`config.mk`:
```
export PLATFORM = sky130hd
export DESIGN_NAME = sr_excitation_gen
export DESIGN_NICKNAME = d
export VERILOG_FILES = /design/src/rtl/sr_exc_pkg.sv /design/src/rtl/sr_exc_fifo.sv /design/src/rtl/sr_excitation_gen.sv
export SDC_FILE = /design/constraint.sdc
export NUM_CORES = 1
export LEC_CHECK = 0
export CAP_MARGIN = 20
export CORE_MARGIN = 1.5
export CORE_UTILIZATION = 30
export CTS_CLUSTER_DIAMETER = 200
export CTS_CLUSTER_SIZE = 14
export DETAILED_ROUTE_END_ITERATION = 8
export PLACE_DENSITY = 0.62
export SYNTH_ARGS = -nofsm -noshare
export SYNTH_HDL_FRONTEND = slang
export SYNTH_SLANG_ARGS = --single-unit
```
`constraint.sdc`:
```
create_clock -name clk -period 2.1 [get_ports clk]
set_clock_uncertainty 0.15 [all_clocks]
set_input_delay 0.42 -clock clk [delete_from_list [all_inputs] [get_ports clk]]
set_output_delay 0.42 -clock clk [all_outputs]
set_load 0.01 [all_outputs]
```
`src/rtl/sr_exc_pkg.sv`:
```
// Shared types and constants for the SR flip-flop excitation generator.
// Optional feedback checker in the top is enabled by defining SR_EXC_CHECK_EN.
package sr_exc_pkg;

    localparam int DEPTH_DEF = 4;
    localparam int CNT_W_DEF = 8;

    localparam logic [1:0] SR_HOLD = 2'b00;
    localparam logic [1:0] SR_RST  = 2'b01;
    localparam logic [1:0] SR_SET  = 2'b10;
    localparam logic [1:0] SR_INV  = 2'b11;

    typedef enum logic [1:0] {
        ST_IDLE  = 2'd0,
        ST_DRIVE = 2'd1,
        ST_CHECK = 2'd2
    } sr_state_e;

    // Code that moves an SR flop from q to target; never yields SR_INV.
    function automatic logic [1:0] exc_code(input logic q, input logic target);
        if (!q && target) begin
            return SR_SET;
        end else if (q && !target) begin
            return SR_RST;
        end else begin
            return SR_HOLD;
        end
    endfunction

endpackage

```
`src/rtl/sr_exc_fifo.sv`:
```
// Single-bit FIFO holding target bits; DEPTH must be a power of two so the
// pointers wrap naturally.
module sr_exc_fifo
    import sr_exc_pkg::*;
#(
    parameter int DEPTH = DEPTH_DEF
) (
    input  logic clk,
    input  logic rst,
    input  logic i_push,
    input  logic i_pop,
    input  logic i_din,
    output logic o_dout,
    output logic o_full,
    output logic o_empty
);

    localparam int              PTR_W    = $clog2(DEPTH);
    localparam logic [PTR_W:0]  FULL_CNT = (PTR_W + 1)'(DEPTH);

    logic                r_mem [0:DEPTH-1];
    logic [PTR_W-1:0]    r_wr_ptr;
    logic [PTR_W-1:0]    r_rd_ptr;
    logic [PTR_W:0]      r_count;
    logic                w_push_ok;
    logic                w_pop_ok;

    assign o_full    = (r_count == FULL_CNT);
    assign o_empty   = (r_count == '0);
    assign w_push_ok = i_push && !o_full;
    assign w_pop_ok  = i_pop && !o_empty;
    assign o_dout    = r_mem[r_rd_ptr];

    always_ff @(posedge clk) begin
        if (rst) begin
            r_wr_ptr <= '0;
            r_rd_ptr <= '0;
            r_count  <= '0;
        end else begin
            if (w_push_ok) begin
                r_wr_ptr <= r_wr_ptr + 1'b1;
            end
            if (w_pop_ok) begin
                r_rd_ptr <= r_rd_ptr + 1'b1;
            end
            case ({w_push_ok, w_pop_ok})
                2'b10:   r_count <= r_count + 1'b1;
                2'b01:   r_count <= r_count - 1'b1;
                default: r_count <= r_count;
            endcase
        end
    end

    // Storage carries data only, so it is left out of reset.
    always_ff @(posedge clk) begin
        if (w_push_ok) begin
            r_mem[r_wr_ptr] <= i_din;
        end
    end

endmodule

```
`src/rtl/sr_excitation_gen.sv`:
```
// Turns a stream of desired Q values into registered {S,R} codes for an SR flop.
// Define SR_EXC_CHECK_EN to add a CHECK state comparing q_fb against the model.
module sr_excitation_gen
    import sr_exc_pkg::*;
#(
    parameter int DEPTH = DEPTH_DEF,
    parameter int CNT_W = CNT_W_DEF
) (
    input  logic             clk,
    input  logic             rst,
    input  logic             in_valid,
    input  logic             in_bit,
    output logic             in_ready,
    output logic [1:0]       sr,
    input  logic             q_fb,
    output logic             busy,
    output logic             err,
    output logic [CNT_W-1:0] err_cnt
);

    sr_state_e  r_state;
    sr_state_e  w_state_nxt;
    logic [1:0] r_sr;
    logic [1:0] w_sr_nxt;
    logic       r_q_model;
    logic       w_q_model_nxt;
    logic       r_target;
    logic       w_push;
    logic       w_pop;
    logic       w_full;
    logic       w_empty;
    logic       w_head;

    assign in_ready = !w_full && !rst;
    assign w_push   = in_valid && in_ready;
    assign busy     = !w_empty || (r_state != ST_IDLE);
    assign sr       = r_sr;

    sr_exc_fifo #(
        .DEPTH(DEPTH)
    ) u_fifo (
        .clk    (clk),
        .rst    (rst),
        .i_push (w_push),
        .i_pop  (w_pop),
        .i_din  (in_bit),
        .o_dout (w_head),
        .o_full (w_full),
        .o_empty(w_empty)
    );

`ifdef SR_EXC_CHECK_EN
    logic             w_mismatch;
    logic             r_err;
    logic [CNT_W-1:0] r_err_cnt;
`endif

    always_comb begin
        w_state_nxt   = r_state;
        w_sr_nxt      = SR_HOLD;
        w_q_model_nxt = r_q_model;
        w_pop         = 1'b0;
`ifdef SR_EXC_CHECK_EN
        w_mismatch    = 1'b0;
`endif
        case (r_state)
            ST_IDLE: begin
                if (!w_empty) begin
                    w_pop       = 1'b1;
                    w_state_nxt = ST_DRIVE;
                    w_sr_nxt    = exc_code(r_q_model, w_head);
                end
            end
            ST_DRIVE: begin
                // The flop takes the target at the edge leaving DRIVE.
                w_q_model_nxt = r_target;
`ifdef SR_EXC_CHECK_EN
                w_state_nxt   = ST_CHECK;
`else
                if (!w_empty) begin
                    w_pop       = 1'b1;
                    w_state_nxt = ST_DRIVE;
                    w_sr_nxt    = exc_code(r_target, w_head);
                end else begin
                    w_state_nxt = ST_IDLE;
                end
`endif
            end
`ifdef SR_EXC_CHECK_EN
            ST_CHECK: begin
                w_mismatch = (q_fb != r_q_model);
                if (!w_empty) begin
                    w_pop       = 1'b1;
                    w_state_nxt = ST_DRIVE;
                    w_sr_nxt    = exc_code(r_q_model, w_head);
                end else begin
                    w_state_nxt = ST_IDLE;
                end
            end
`endif
            default: begin
                w_state_nxt = ST_IDLE;
            end
        endcase
    end

    always_ff @(posedge clk) begin
        if (rst) begin
            r_state   <= ST_IDLE;
            r_sr      <= SR_HOLD;
            r_q_model <= 1'b0;
        end else begin
            r_state   <= w_state_nxt;
            r_sr      <= w_sr_nxt;
            r_q_model <= w_q_model_nxt;
        end
    end

    always_ff @(posedge clk) begin
        if (w_pop) begin
            r_target <= w_head;
        end
    end

`ifdef SR_EXC_CHECK_EN
    always_ff @(posedge clk) begin
        if (rst) begin
            r_err     <= 1'b0;
            r_err_cnt <= '0;
        end else if (w_mismatch) begin
            r_err <= 1'b1;
            if (r_err_cnt != {CNT_W{1'b1}}) begin
                r_err_cnt <= r_err_cnt + 1'b1;
            end
        end
    end

    assign err     = r_err;
    assign err_cnt = r_err_cnt;
`else
    logic w_unused_q_fb;

    assign w_unused_q_fb = q_fb;
    assign err           = 1'b0;
    assign err_cnt       = '0;
`endif

    always_ff @(posedge clk) begin
        if (!rst) begin
            assert (r_sr != SR_INV);
        end
    end

endmodule

```
======== Word level (Yosys, flattened, before mapping) ========
Memories as Yosys holds them, arrays and structs flattened. A register that Yosys moved wholly into a read port is not among the register bits.
Cells that the tools add are included.
cells by class
  shift operators ......................... 0
  add/sub/neg operators ................... 4
  divide/modulo/power cells ............... 0
  mux-type cells .......................... 17
  multiply operators ...................... 0
  reductions and logical operators ........ 20
  order comparisons ....................... 0
  bitwise operators ....................... 0
  equal/unequal tests ..................... 5
operators by type and width
  kind                                                                    count
  2-bit two-way mux                                                       7
  1-bit logical AND                                                       8
  2-bit case mux with 2 select lines                                      2
  1-bit two-way mux                                                       7
  1-bit logical NOT                                                       6
  3-bit case mux with 2 select lines                                      1
  2-bit by 1-bit adder with 2-bit output (second input constant)          2
  2-bit by 1-bit equality test with 1-bit output (second input constant)  2
  2-bit nonzero test                                                      2
  3-bit by 1-bit adder with 3-bit output (second input constant)          1
  3-bit equality test (second input constant)                             1
  3-bit logical NOT                                                       1
  3-bit by 1-bit subtractor with 3-bit output (second input constant)     1
  2-bit equality test (second input constant)                             1
  2-bit logical NOT                                                       1
  2-bit != test (second input constant)                                   1
  2-bit OR reduction                                                      1
  1-bit logical OR                                                        1
word-level totals
  memory bits (read-only) ................. 0
  memories ................................ 1
  bits in writable memories ............... 4
  flip-flop bits (word level) ............. 13
  latch bits .............................. 0
  bits of input ports ..................... 5
  logic and storage cells ................. 54
memory list
  memory        depth  bits a word  rd ports  clocked after Yosys merged registers in  wr ports  RTL line           text
  u_fifo.r_mem  4      1            1         1                                        1         sr_exc_fifo.sv:21  logic r_mem [0:DEPTH-1];

======== Logic depth before layout (Yosys ltp) ========
  depth in word-level cells ............... 7
  gate-level depth with buffers ........... 7
  mapped depth without buffers ............ 7

======== Cells and area by module ========
Synthesis repeated with hierarchy kept, for this count alone.
second synthesis, totals
  cell total of the unflattened synthesis .. 83
  area, all modules ....................... 849.6 um2
modules (own cells, without submodules)
  module             cells each  area an instance (um2)  seq. area each (um2)  instances
  sr_exc_fifo        59          618.1                   300.3                 1
  sr_excitation_gen  24          231.5                   110.1                 1

======== Worst setup path after synthesis ========
OpenSTA, ideal clock, no wires.
  kind .................................... reg2reg
  start point ............................. register u_fifo.r_count[0]
  end point ............................... register u_fifo.r_count[2]
  data required time ...................... 1836 ps
  path slack .............................. 83 ps
  setup time .............................. 114 ps
  stages on the path, launching flop included .. 8
  arrival time ............................ 1753 ps
  cell sequence ........................... dfxtp_1 nor2_2 a211oi_4 or2_2 fa_1 nand3b_1 nand2_1 a2111oi_0
on the way
  longest elaborated chain between the ends .. 7
ends and longest elaborated chain
  what                                                                                          RTL line                                    text
  start, declared                                                                               sr_exc_fifo.sv:24                           logic [PTR_W:0] r_count;
  start signal, assigned                                                                        sr_exc_fifo.sv:47                           2'b10: r_count <= r_count + 1'b1;
  start signal, assigned                                                                        sr_exc_fifo.sv:48                           2'b01: r_count <= r_count - 1'b1;
  start signal, assigned                                                                        sr_exc_fifo.sv:49                           default: r_count <= r_count;
  3-bit equality test                                                                           sr_exc_fifo.sv:28                           assign o_full = (r_count == FULL_CNT);
  1-bit logical NOT                                                                             sr_exc_fifo.sv:30, sr_excitation_gen.sv:34
  1-bit logical AND                                                                             sr_excitation_gen.sv:34                     assign in_ready = !w_full && !rst;
  1-bit logical AND                                                                             sr_excitation_gen.sv:35                     assign w_push = in_valid && in_ready;
  1-bit logical AND                                                                             sr_exc_fifo.sv:30                           assign w_push_ok = i_push && !o_full;
  2-bit by 1-bit equality test with 1-bit output / 2-bit equality test (equally long branches)  sr_exc_fifo.sv:46                           case ({w_push_ok, w_pop_ok})
  3-bit case mux with 2 select lines / 2-bit nonzero test (equally long branches)               n/a
Several ways; a longest one is shown, not always the timed one.
A chain may end at the register's enable or synchronous reset.

======== Final worst setup path ========
Ends and elaborated chain as after synthesis.

==> metrics.cfg <==
[flow_run]
maxCapViolCount = 0

[final_layout]
seq_area_um2 = 417
fin_util_pct = 37.9
fin_nets = 107
n_antenna_cell = 0
layout_commonest_cell = dfxtp_1
mostFrequentLayoutCells = dfxtp_1 (10), conb_1 (9), buf_4 (9), nor2_1 (7)
multi_input_area_um2 = 388
area_growth_pct = 21.4
n_fill_cell = 263
instances_no_fill = 127
drive_gt1_share_pct = 24.0

[setup_path]
crit_type = reg2reg
worstPathArrival_ns = 2.00
worstSetupStartpointType = flip-flop
cp_slowest_cell = dfxtp_4
critPathMaxStageDelay_ns = 0.38
cp.required_ns = 2.12
crit_chain = nor2_4, a211oi_4, or2_2, fa_2, or3_1, nand2_1, a2111oi_2
end_kind = flip-flop
crit_fanout = 6

[synth]
synth_fa_ha_area_share_pct = 8.21
ys_ff_latch = 18
synth_compound_area_share_pct = 7.92
synth_cell_type_count = 32
netlist_instances = 79
synth_flop_cell = dfxtp_1
synth_top_family_by_area = simple AND/OR/NAND/NOR gates
ys_warn_count = 0
synth_edf_count = 5
synth_area_um2 = 853
synth_xor_area_share_pct = 2.05
synthMuxAreaShare_pct = 6.30
async_flop_share_pct = 0
yosys.area_share.simple_pct = 15.4
synth-seq-area-share_pct = 48.1
avgSynthCellArea_um2 = 10.8

[timing]
max_freq_mhz = 505
fin_crit_sh_pct = 94.3
hold_viol = 0
setup_viol = 0
post-route-min-period_ns = 1.98
drv_slew = 0

[die]
dieArea_mm2 = 0.00317
die_h_um = 56.3
ios = 18
die_w_um = 56.3
rows = 19
start_util_pct = 31.2
coreArea_mm2 = 0.00273

[detailed_routing]
wl_mm = 1.22
wl_per_cell_um = 9.61
vias = 548
antenna_left = 0
drc = 0
drtIter0Drc = 5
dr.pass1.iters = 4
via_per_inst = 4.31

[grt]
grt_antenna_before_repair = 0
grt_usage_pct = 8.63
grt.overflow.total = 0
grt_pass1_wl_mm = 2.13
grt_max_degree = 13
grt_pass1_vias = 507

[place]
io_buffer_count = 7
gp_congestion = 0.740
placed_cells = 121
dp_hpwl_um = 942

[clocking]
ctsHoldBuffers = 0
clock-sinks = 18
cts.htree.levels = 1
cts.clk_slew.worst_paths_ns = 0.09
cts_root_buf = clkbuf_4
cts_max_path_buffers = 2
cts_tree = done
numCtsBuffers = 3
clock_latency_ns = 0.28

[power_and_ir_drop]
ir_drop_mv = 0.538
p_leak_uw = 0.000454
power_density_mw_per_mm2 = 1090

[outcome]
outcome = finished clean

[worst_hold_path]
hold_class = reg2reg

area by class of cell:
class / count / share of cell area (%)
clock buffer: 3 / 2.17
clock inverter: 1 / 0.362
inverter: 6 / 2.17
multi-input combinational: 52 / 37.4
sequential: 18 / 40.2
tap: 31 / 3.74
timing repair buffer: 16 / 13.9
cells by family after synthesis:
group	after synthesis
and+or+nand+nor	24
DFF	18
buffers and inverters	17
AOI/OAI and AO/OA	8
adders and majority gates	5
muxes	4
xor gates and xnor gates	2
other	1
critical path: cells and delay by family, from the launching register on:
family / cells / cell delay (ns)
AOI/OAI and AO/OA: 2 / 0.13
adders and majority gates: 1 / 0.37
DFF: 1 / 0.38
and+or+nand+nor: 4 / 0.84
metrics by stage:
stage               cell area, um^2  power (uW)  worst slack, ns  hold WS [ns]  setup TNS, ns
global placement                968         931           -0.347         0.342         -0.709
finish                         1040        1130            0.119         0.381              0
global route                   1040        1220         -0.00175         0.421       -0.00175
CTS                            1010        1120          0.00187         0.388              0
detailed placement              968         943           -0.370         0.369         -0.788
floorplan                       883         803           0.0825         0.319              0
cell usage after synthesis, types with 2 or more instances:
cell type / count / area [um^2]
dfxtp_1: 13 / 260
buf_4: 9 / 67.6
nor2_1: 7 / 26.3
inv_1: 6 / 22.5
edfxtp_1: 5 / 150
and2_1: 4 / 25.0
ha_1: 4 / 50.1
mux2i_1: 2 / 20.0
nand2_1: 2 / 7.51
nand2b_1: 2 / 12.5
o21ai_0: 2 / 10.0
or3_1: 2 / 12.5
xor2_1: 2 / 17.5
final timing paths:
check / depth (start not counted) / to / start / slack (ns)
setup / recovery: 7 / u_fifo.r_count[2] / u_fifo.r_count[0] / 0.12
hold / removal: 2 / u_fifo.r_rd_ptr[1] / u_fifo.r_rd_ptr[1] / 0.38
setup reg to reg: 7 / u_fifo.r_count[2] / u_fifo.r_count[0] / 0.12
hold reg to reg: 2 / u_fifo.r_rd_ptr[1] / u_fifo.r_rd_ptr[1] / 0.38
per-layer routing:
metal,share of wire [%],track usage (%),vias up
met3,3.0,1.38,2
met4,1.1,5.10,0
met2,53,14.6,11
met5,0,0,-
li1,-,-,280
met1,43,10.2,255
report_power, final:
group	leakage, uW	switching (uW)	internal [uW]
Combinational	0.000284	198	225
Sequential	0.000155	78.3	466
Clock	0.0000154	94.6	68.8
Total	0.000454	371	759
timing repair:
item                       CTS  global route
pin swaps                    0             1
resized for setup            7             5
setup buffers                0             2
setup endpoints to repair    3             2
(Power assumes the default switching activity.)
